### src/rtl/udma_i2c_mc_pkg.sv
// udma_i2c_mc_pkg: register offsets, command opcodes, CFG bit positions and reset FSM states
package udma_i2c_mc_pkg;
  localparam logic [1:0] REG_SADDR  = 2'd0;
  localparam logic [1:0] REG_SIZE   = 2'd1;
  localparam logic [1:0] REG_CFG    = 2'd2;
  localparam logic [1:0] REG_SETUP  = 2'd0;
  localparam logic [1:0] REG_STATUS = 2'd1;
  localparam logic [1:0] REG_IRQ_EN = 2'd2;
  localparam logic [1:0] REG_AL_CNT = 2'd3;
  localparam logic [3:0] OP_UCA = 4'hD;
  localparam logic [3:0] OP_UCS = 4'hE;
  localparam int CFG_CONT_BIT = 0;
  localparam int CFG_EN_BIT   = 4;
  localparam int CFG_CLR_BIT  = 6;
  typedef enum logic {RST_IDLE, RST_PULSE} rst_state_e;
endpackage

### src/rtl/udma_i2c_rst_pulse.sv
// udma_i2c_rst_pulse: fixed-length controller reset pulse, retrigger ignored while active
module udma_i2c_rst_pulse
  import udma_i2c_mc_pkg::*;
#(
  parameter int RST_CYCLES = 8
) (
  input  logic clk_i,
  input  logic rstn_i,
  input  logic start_i,
  output logic pulse_o
);
  localparam int CW = $clog2(RST_CYCLES + 1);
  rst_state_e     state;
  logic [CW-1:0]  cnt;
  always_ff @(posedge clk_i or negedge rstn_i)
    if (!rstn_i) begin
      state   <= RST_IDLE;
      cnt     <= '0;
      pulse_o <= 1'b0;
    end else if (state == RST_IDLE) begin
      if (start_i) begin
        state   <= RST_PULSE;
        cnt     <= CW'(RST_CYCLES - 1);
        pulse_o <= 1'b1;
      end
    end else if (cnt == '0) begin
      state   <= RST_IDLE;
      pulse_o <= 1'b0;
    end else
      cnt <= cnt - 1'b1;
endmodule

### src/rtl/udma_i2c_reg_if_mc.sv
// udma_i2c_reg_if_mc: multi-channel uDMA I2C register interface with command-stream setup
module udma_i2c_reg_if_mc
  import udma_i2c_mc_pkg::*;
#(
  parameter int L2_AWIDTH_NOAL = 12,
  parameter int TRANS_SIZE     = 16,
  parameter int NB_CH          = 3,
  parameter int RST_CYCLES     = 8,
  parameter int CFG_AW         = 6
) (
  input  logic                                  clk_i,
  input  logic                                  rstn_i,
  input  logic [31:0]                           cfg_data_i,
  input  logic [CFG_AW-1:0]                     cfg_addr_i,
  input  logic                                  cfg_valid_i,
  input  logic                                  cfg_rwn_i,
  output logic [31:0]                           cfg_data_o,
  output logic                                  cfg_ready_o,
  output logic [NB_CH-1:0][L2_AWIDTH_NOAL-1:0]  cfg_startaddr_o,
  output logic [NB_CH-1:0][TRANS_SIZE-1:0]      cfg_size_o,
  output logic [NB_CH-1:0]                      cfg_continuous_o,
  output logic [NB_CH-1:0]                      cfg_en_o,
  output logic [NB_CH-1:0]                      cfg_clr_o,
  input  logic [NB_CH-1:0]                      cfg_en_i,
  input  logic [NB_CH-1:0]                      cfg_pending_i,
  input  logic [NB_CH-1:0][L2_AWIDTH_NOAL-1:0]  cfg_curr_addr_i,
  input  logic [NB_CH-1:0][TRANS_SIZE-1:0]      cfg_bytes_left_i,
  output logic                                  cfg_do_rst_o,
  input  logic                                  status_busy_i,
  input  logic                                  status_al_i,
  output logic                                  irq_o,
  input  logic [31:0]                           udma_cmd_i,
  input  logic                                  udma_cmd_valid_i,
  input  logic                                  udma_cmd_ready_i
);
  logic [CFG_AW-3:0] ch_idx;
  logic [1:0]        off;
  logic              wr, rd, ch_reg, glb, cmd_ok;
  logic [3:0]        cmd_op, cmd_ch;
  logic [NB_CH-1:0]  ch_wr, ch_cmd;
  logic              busy, al, busy_n, al_n;
  logic [1:0]        irq_en, irq_en_n;
  logic [7:0]        al_cnt, al_cnt_n;
  logic              unused_ok;
  assign cfg_ready_o = 1'b1;
  assign ch_idx      = cfg_addr_i[CFG_AW-1:2];
  assign off         = cfg_addr_i[1:0];
  assign wr          = cfg_valid_i & ~cfg_rwn_i;
  assign rd          = cfg_valid_i & cfg_rwn_i;
  assign ch_reg      = ch_idx < (CFG_AW-2)'(NB_CH);
  assign glb         = ch_idx == (CFG_AW-2)'(NB_CH);
  assign cmd_op      = udma_cmd_i[31:28];
  assign cmd_ch      = udma_cmd_i[27:24];
  assign cmd_ok      = udma_cmd_valid_i & udma_cmd_ready_i & (cmd_ch < 4'(NB_CH));
  assign busy_n      = (rd && glb && off == REG_STATUS) ? status_busy_i : busy | status_busy_i;
  assign al_n        = (rd && glb && off == REG_STATUS) ? status_al_i : al | status_al_i;
  assign al_cnt_n    = (rd && glb && off == REG_AL_CNT) ? {7'b0, status_al_i} : al_cnt + 8'(status_al_i && al_cnt != 8'hFF);
  assign irq_en_n    = (wr && glb && off == REG_IRQ_EN) ? cfg_data_i[1:0] : irq_en;
  assign unused_ok   = ^{cfg_data_i, udma_cmd_i};
  always_comb begin
    ch_wr  = '0;
    ch_cmd = '0;
    for (int c = 0; c < NB_CH; c++) begin
      ch_wr[c]  = wr & ch_reg & (ch_idx == (CFG_AW-2)'(c));
      ch_cmd[c] = cmd_ok & (cmd_ch == 4'(c));
    end
  end
  always_comb begin
    cfg_data_o = '0;
    for (int c = 0; c < NB_CH; c++)
      if (ch_reg && ch_idx == (CFG_AW-2)'(c))
        cfg_data_o = off == REG_SADDR ? 32'(cfg_curr_addr_i[c]) :
                     off == REG_SIZE  ? 32'(cfg_bytes_left_i[c]) :
                     off == REG_CFG   ? {26'b0, cfg_pending_i[c], cfg_en_i[c], 3'b0, cfg_continuous_o[c]} : '0;
    if (glb)
      cfg_data_o = off == REG_SETUP  ? {31'b0, cfg_do_rst_o} :
                   off == REG_STATUS ? {30'b0, al, busy} :
                   off == REG_IRQ_EN ? {30'b0, irq_en} : {24'b0, al_cnt};
  end
  always_ff @(posedge clk_i or negedge rstn_i)
    if (!rstn_i) begin
      cfg_startaddr_o  <= '0;
      cfg_size_o       <= '0;
      cfg_continuous_o <= '0;
      cfg_en_o         <= '0;
      cfg_clr_o        <= '0;
    end else begin
      cfg_en_o  <= '0;
      cfg_clr_o <= '0;
      for (int c = 0; c < NB_CH; c++) begin
        if (ch_wr[c] && off == REG_SADDR) cfg_startaddr_o[c] <= cfg_data_i[L2_AWIDTH_NOAL-1:0];
        if (ch_wr[c] && off == REG_SIZE) cfg_size_o[c] <= cfg_data_i[TRANS_SIZE-1:0];
        if (ch_wr[c] && off == REG_CFG) begin
          cfg_continuous_o[c] <= cfg_data_i[CFG_CONT_BIT];
          cfg_en_o[c]         <= cfg_data_i[CFG_EN_BIT];
          cfg_clr_o[c]        <= cfg_data_i[CFG_CLR_BIT];
        end
        if (ch_cmd[c] && cmd_op == OP_UCA) cfg_startaddr_o[c] <= udma_cmd_i[L2_AWIDTH_NOAL-1:0];
        if (ch_cmd[c] && cmd_op == OP_UCS) begin
          cfg_size_o[c] <= udma_cmd_i[TRANS_SIZE-1:0];
          cfg_en_o[c]   <= 1'b1;
        end
      end
    end
  always_ff @(posedge clk_i or negedge rstn_i)
    if (!rstn_i) begin
      busy   <= 1'b0;
      al     <= 1'b0;
      al_cnt <= '0;
      irq_en <= '0;
      irq_o  <= 1'b0;
    end else begin
      busy   <= busy_n;
      al     <= al_n;
      al_cnt <= al_cnt_n;
      irq_en <= irq_en_n;
      irq_o  <= |({al_n, busy_n} & irq_en_n);
    end
  udma_i2c_rst_pulse #(.RST_CYCLES(RST_CYCLES)) u_rst_pulse (
    .clk_i   (clk_i),
    .rstn_i  (rstn_i),
    .start_i (wr && glb && off == REG_SETUP && cfg_data_i[0]),
    .pulse_o (cfg_do_rst_o)
  );
endmodule

### config.mk
export PLATFORM = sky130hd
export DESIGN_NAME = udma_i2c_reg_if_mc
export DESIGN_NICKNAME = d
export VERILOG_FILES = /design/src/rtl/udma_i2c_mc_pkg.sv /design/src/rtl/udma_i2c_rst_pulse.sv /design/src/rtl/udma_i2c_reg_if_mc.sv
export SDC_FILE = /design/constraint.sdc
export NUM_CORES = 1
export LEC_CHECK = 0
export CELL_PAD_IN_SITES_DETAIL_PLACEMENT = 1
export CELL_PAD_IN_SITES_GLOBAL_PLACEMENT = 1
export CORE_MARGIN = 1.5
export CORE_UTILIZATION = 30
export CTS_CLUSTER_SIZE = 14
export DETAILED_ROUTE_END_ITERATION = 10
export GPL_ROUTABILITY_DRIVEN = 1
export GPL_TIMING_DRIVEN = 1
export PLACE_DENSITY = 0.92
export SYNTH_ARGS = -nofsm -noshare
export SYNTH_HDL_FRONTEND = slang
export SYNTH_SLANG_ARGS = --single-unit
### constraint.sdc
create_clock -name clk_i -period 5.96 [get_ports clk_i]
set_clock_uncertainty 0.2 [all_clocks]
set_input_delay 1.192 -clock clk_i [delete_from_list [all_inputs] [get_ports clk_i]]
set_output_delay 1.192 -clock clk_i [all_outputs]
set_load 0.03 [all_outputs]
==> results by group <==
Cells and area
  – Non-Filler Instances: 1153
  – Area grow syn2layout: 48.09%
  – # nets final: 1044
  – Commonest non-fill, non-tap cell in the layout: clkdlybuf4s50_1
  – Antenna diode count: 0
  – Share of layout cells above drive strength 1: 0.08428
  – Most frequent cells in the layout: clkdlybuf4s50_1 (247), dfrtp_1 (112), mux2i_1 (105)

Critical path
  – Critical Path AT: 3750 ps
  – Slowest-stage cell, CP: clkdlybuf4s50_1
  – Largest delay share family, worst path: buffers and inverters
  – CP Cell Sequence: clkdlybuf4s50_1 > nor4bb_4 > and3_1 > a22oi_1 > o31ai_1 > clkdlybuf4s50_1
  – Worst-path fanout max: 7
  – Max incr delay on CP: 750 ps
  – Critical path class: input pin to primary output
  – WP buf/inv: 2
  – CP Launch Type: input pin
  – Crit end category: primary output
  – Most used cell, CP: clkdlybuf4s50_1
  – Critical Path RT: 4570 ps

Yosys
  – Yosys reg bits: 112
  – Cells after Synth: 636
  – Mapped Area: 6369 µm²
  – Most used flip-flop cell after synthesis: dfrtp_1
  – Async SR Flop Fraction: 1.000
  – Seq/Total Area, Yosys: 0.4401
  – Post-synth EDFFs: 0
  – YS warnings: 0
  – Distinct cell type count after synthesis: 56
  – Mean Syn Cell Area: 10.01 µm²

GRT
  – Vias in the first global route: 6268
  – Overall Global Routing Usage: 0.2124
  – Met2 usage: 0.3930
  – Initial antenna violation count: 0
  – Largest net degree at the start of global routing: 45
  – GRT met1 Usage: 0.2277
  – Gr ovfl total: 0
  – Global routing usage on met3: 0.06196
  – Grt peak-use layer: met2
  – Global-route wire length before repair: 35750 µm

Timing
  – Setup_tns: 0 ps
  – Worst hold slack: 316.7 ps
  – Slew at the pin with the worst max-slew slack: 1142 ps
  – Fin crit share: 0.8626
  – FMAX: 194.5 MHz
  – Max-slew violation count: 0
  – RSZ-0062 raised after global routing: no
  – Final WS setup: 818.7 ps
  – Final setup fails: 0
  – Max transition margin: 0.2364
  – Final Hold Vio Count: 0
  – Final min period: 5141 ps

Clock tree
  – Latest clock arrival within the worst-skew pair: 350 ps
  – Clk buf depth: 2
  – # Post-CTS Setup Buffers: 0
  – Post-CTS sizing: 0
  – H-tree Lvls: 3
  – Root buffer cell: clkbuf_16
  – Hold-fix buffers at CTS: 0
  – CTS tree: yes
  – Clk pin slew, worst setup/hold paths: 80 ps
  – Clock Sinks: 112
  – Number of CTS-inserted buffers: 9

Place
  – Final GP Congestion: 0.8562
  – Worst slack at placement: 805.1 ps
  – DP HPWL: 17930 µm
  – IO buf count: 254
  – Placed insts: 1137

Power
  – Standby leakage power: 4.518 nW
  – Peak VDD IR: 0.1224 mV
  – Pwr Density: 238.9 nW/µm²

Die
  – DIE HEIGHT: 148.7 µm
  – I/O pin total: 296
  – Die Wd: 148.7 µm
  – Core ar.: 20960 µm²
  – Rows: 53
  – Die ar.: 22110 µm²
  – Initial core utilization: 0.3039

Route
  – Via density: 5.097
  – Total Wirelength: 23800 µm
  – Drt pass-1 iters: 4
  – Initial drt markers: 137
  – WL per Instance: 20.64 µm
  – Remaining antenna violation count: 0
  – DR DRC count: 0
  – DR vias: 5877

Worst hold path
  – HP Class: flop to flop

Run status
  – Status: complete, no violations

Flow run
  – Max_cap viols: 0
[synth_stat cells, drive strengths merged (2+ instances only)]
cell     instances  share of area
o31ai            6         0.0071
o22ai            5         0.0049
nor2            61          0.036
ha               3         0.0059
nor4             2         0.0039
buf             42          0.042
conb             2         0.0012
mux2i          105           0.17
nand3b           3         0.0035
a221o            2         0.0031
xnor2            3         0.0041
a2bb2oi          2         0.0028
o21ai           50          0.039
a31o             2         0.0028
a221oi           3         0.0041
nor3b            2         0.0024
and3             7         0.0069
a22oi            6         0.0071
nand4            5         0.0083
nand4b           3         0.0041
nor4bb           2         0.0055
nand4bb          2         0.0035
inv              8         0.0047
nand2b           4         0.0039
clkbuf          18          0.011
mux2            16          0.028
a21oi           51          0.040
nand3           10         0.0086
and2             3         0.0029
mux4             6          0.021
nor3             4         0.0031
nor4b            3         0.0071
xor2             5         0.0069
nor2b            6         0.0059
a21o             4         0.0047
nand2           57          0.034
dfrtp          112           0.44
[cells by family after synthesis]
logic type,synth area share
and+or+nand+nor,0.1473
DFF,0.4401
AOI/OAI and AO/OA,0.1224
buffers and inverters,0.05756
muxes,0.2145
other,0.001179
adders and majority gates,0.005895
xor gates and xnor gates,0.01100
[report_power, final]
group	switching (mW)	internal [mW]	leakage, nW	total (mW)
logic	0.353	0.309	2.86	0.663
registers	0.0761	0.851	1.50	0.927
clock network	0.314	0.350	0.159	0.664
total	0.743	1.51	4.52	2.25
[path summary, 6_finish.rpt]
| kind | startpoint | to | slack [ps] | cells after the start |
|---|---|---|---|---|
| max | cfg_addr_i[3] | cfg_data_o[6] | 820 | 6 |
| min | u_rst_pulse.state | u_rst_pulse.cnt[2] | 320 | 1 |
| max reg2reg | al_cnt[2] | al_cnt[4] | 3860 | 8 |
| min reg2reg | u_rst_pulse.state | u_rst_pulse.cnt[2] | 320 | 1 |
| max in group asynchronous | rstn_i | u_rst_pulse.cnt[3] | 3940 | 2 |
| min in group asynchronous | rstn_i | cfg_size_o[11] | 610 | 1 |
[worst reg2reg max path: stages, from the launching register on]
cell	delay, ps
dfrtp_1	490
and4_1	280
nand2_1	60
o21a_1	180
ha_1	230
ha_1	240
nand3_1	90
xor2_1	170
nor2_1	50
[registers in the layout, indices dropped and copies added, names as in the netlist]
| name | count |
|---|---|
| al | 1 |
| al_cnt | 8 |
| busy | 1 |
| cfg_clr_o | 3 |
| cfg_continuous_o | 3 |
| cfg_en_o | 3 |
| cfg_size_o | 48 |
| cfg_startaddr_o | 36 |
| irq_en | 2 |
| irq_o | 1 |
| u_rst_pulse.cnt | 4 |
| u_rst_pulse.pulse_o | 1 |
| u_rst_pulse.state | 1 |
[final cells by class]
class	instances	area, µm²
Clock buffer	10	239.0
Inverter	8	30.03
Sequential cell	112	2803
Tap cell	275	344.1
Timing Repair Buffer	271	2653
Fill cell	2349	11520
Multi-Input combinational cell	471	3282
Clock inverter	6	81.33
[per-stage QoR]
stage | power (mW) | cell area, µm² | utilization
global placement | 1.588 | 9111 | 0.4348
finish | 2.253 | 9432 | 0.4501
detailed placement | 1.608 | 9111 | 0.4348
global route | 2.352 | 9432 | 0.4501
CTS | 2.278 | 9432 | 0.4501
floorplan | 1.264 | 6425 | -
[metal layers]
layer | routed length [µm] | share of wire
met5 | 0 | 0
met4 | 616 | 0.026
met3 | 1882 | 0.079
met2 | 12280 | 0.52
met1 | 9025 | 0.38
Note: power is estimated with default switching activity, not from simulation.
==> edit: new RTL, same flow settings <==
Remove the register `irq_o`: a continuous assignment takes its place, so the output `irq_o` follows one clock earlier.
--- a/src/rtl/udma_i2c_reg_if_mc.sv
+++ b/src/rtl/udma_i2c_reg_if_mc.sv
@@ -108,14 +108,14 @@
       al     <= 1'b0;
       al_cnt <= '0;
       irq_en <= '0;
-      irq_o  <= 1'b0;
     end else begin
       busy   <= busy_n;
       al     <= al_n;
       al_cnt <= al_cnt_n;
       irq_en <= irq_en_n;
-      irq_o  <= |({al_n, busy_n} & irq_en_n);
     end
+
+  assign irq_o = |({al_n, busy_n} & irq_en_n);
   udma_i2c_rst_pulse #(.RST_CYCLES(RST_CYCLES)) u_rst_pulse (
     .clk_i   (clk_i),
     .rstn_i  (rstn_i),
Check against the original RTL: not equivalent (Yosys sat finds a counterexample within 4 cycles, from zero or initial values and one cycle with rstn_i low).
==> edit against the original RTL <==
  * Design area decreased by 0.41%
  * Synthesized area shrank 0.39%
  * Total power is 1.1% lower
  * Setup slack better by 0.038 ns
  * Wire length is 3.2% lower
  * Sequential cell count down 1
  * First-iteration DRC count down 11%
  * Critical endpoint is now cfg_data_o[2]
  * Largest power group unchanged
==> edit: results (changes against the original RTL) <==
Synthesis
Cell types with the highest counts after synthesis: sky130_fd_sc_hd__dfrtp_1 (111), sky130_fd_sc_hd__mux2i_1 (105), sky130_fd_sc_hd__nor2_1 (61) (was sky130_fd_sc_hd__dfrtp_1 (112), sky130_fd_sc_hd__mux2i_1 (105), sky130_fd_sc_hd__nor2_1 (61)). Leading cell types by total area after synthesis: sky130_fd_sc_hd__dfrtp_1 (44%), sky130_fd_sc_hd__mux2i_1 (17%), sky130_fd_sc_hd__a21oi_1 (4.0%) (unchanged). The proportion of synthesized chip area in sequential cells is 43.79% (was 44.01%). The mean post-synth cell area is 9.990 um^2 (was 10.01 um^2).

Power and ir drop
The cell-internal power was 1.498 mW (was 1.510 mW). The leakage power of the design was 4.489 nW (was 4.518 nW). The worst ir drop on vdd is 0.1272 mV (was 0.1224 mV).

Drt
The count of routing violations after the opening detailed-route iteration was 122 (was 137). The routed wire length is 23050 um (was 23800 um). The number of vias per cell is 5.067 (was 5.097).

Placement
The placed wire-length estimate is 17050 um (was 17930 um). The post-placement cell area is 9076 um^2 (was 9111 um^2). The final weighted congestion in routability-driven placement is 0.7905 (was 0.8562).

Run status
Run status: finished clean (unchanged).

Global routing
The via count of the first global-routing pass was 6035 (was 6268). The first-pass GRT wire length came to 34980 um (was 35750 um). The overall fraction of global-route tracks in use is 20.71% (was 21.24%). The largest net degree at the start of global routing is 65 (was 45).

Final layout
The area growth from synthesis to layout is 48.07% (was 48.09%). The total of fill cells in the finished design is 2344 (was 2349). The final net count was 1040 (was 1044).

The final cell count without fillers was 1149 (was 1153).

Critical path
The register-to-register path setup slack came to 3.87 ns (was 3.86 ns).

Timing
The transition time at the pin with the least slew margin was 1.253 ns (was 1.142 ns). The hold slack is 0.3099 ns (was 0.3167 ns).
edit: cell types whose count changed in the layout (fill, tap and decap cells not counted):
cell,unedited run,this run
sky130_fd_sc_hd__buf_12,0,1
sky130_fd_sc_hd__inv_6,1,0
sky130_fd_sc_hd__buf_4,24,20
sky130_fd_sc_hd__dfrtp_1,112,111
sky130_fd_sc_hd__inv_8,3,2
sky130_fd_sc_hd__clkinvlp_4,0,1
sky130_fd_sc_hd__clkinv_4,1,2
edit: final cells by class:
| cell class | instances | area share [%] |
|---|---|---|
| Timing Repair Buffer | 268 | 28.13 |
| Clock inverter | 6 | 0.8259 |
| Clock buffer | 10 | 2.544 |
| Multi-Input combinational cell | 471 | 34.94 |
| Inverter | 8 | 0.3197 |
| Sequential cell | 111 | 29.57 |
| Tap cell | 275 | 3.663 |
edit: worst max path at each step:
stage / cells past startpoint / endpoint
6_report: 6 / cfg_data_o[2]
5_1_grt: 6 / cfg_data_o[2]
4_1_cts: 6 / cfg_data_o[2]
3_5_place_dp: 6 / cfg_data_o[2]
3_3_place_gp: 6 / cfg_data_o[2]
2_1_floorplan: 4 / cfg_data_o[1]
edit: logic make-up after synthesis:
logic type,Yosys count,synth area share [%]
flops,111,43.79
buf+inv,68,5.779
compound gates,136,12.29
simple gates,180,14.79
other cells,2,0.1184
mux,127,21.54
xor+xnor,8,1.105
fa+ha+maj,3,0.5918
edit: critical path: stages:
cell                              delay, ns
sky130_fd_sc_hd__clkdlybuf4s50_1       0.62
sky130_fd_sc_hd__nor4bb_4              0.49
sky130_fd_sc_hd__and3_1                0.39
sky130_fd_sc_hd__a22oi_1               0.14
sky130_fd_sc_hd__o31ai_1               0.14
sky130_fd_sc_hd__clkdlybuf4s50_1       0.74
edit: power groups by stage:
stage / Combinational (mW) / Clock [mW] / Sequential, mW
final: 0.664 / 0.649 / 0.915
after global routing: 0.711 / 0.694 / 0.927
after CTS: 0.669 / 0.667 / 0.916
after detailed placement: 0.665 / 0 / 0.929
after global placement: 0.650 / 0 / 0.924
after floorplan: 0.209 / 0 / 1.05
edit: routing by layer:
metal | up-vias | track usage, % | routed length [um]
met2 | 213 | 36.71 | 11460
li1 | 2689 | - | -
met4 | 0 | 6.436 | 561
met5 | - | 0 | 0
met3 | 29 | 6.840 | 1962
met1 | 2891 | 23.56 | 9066
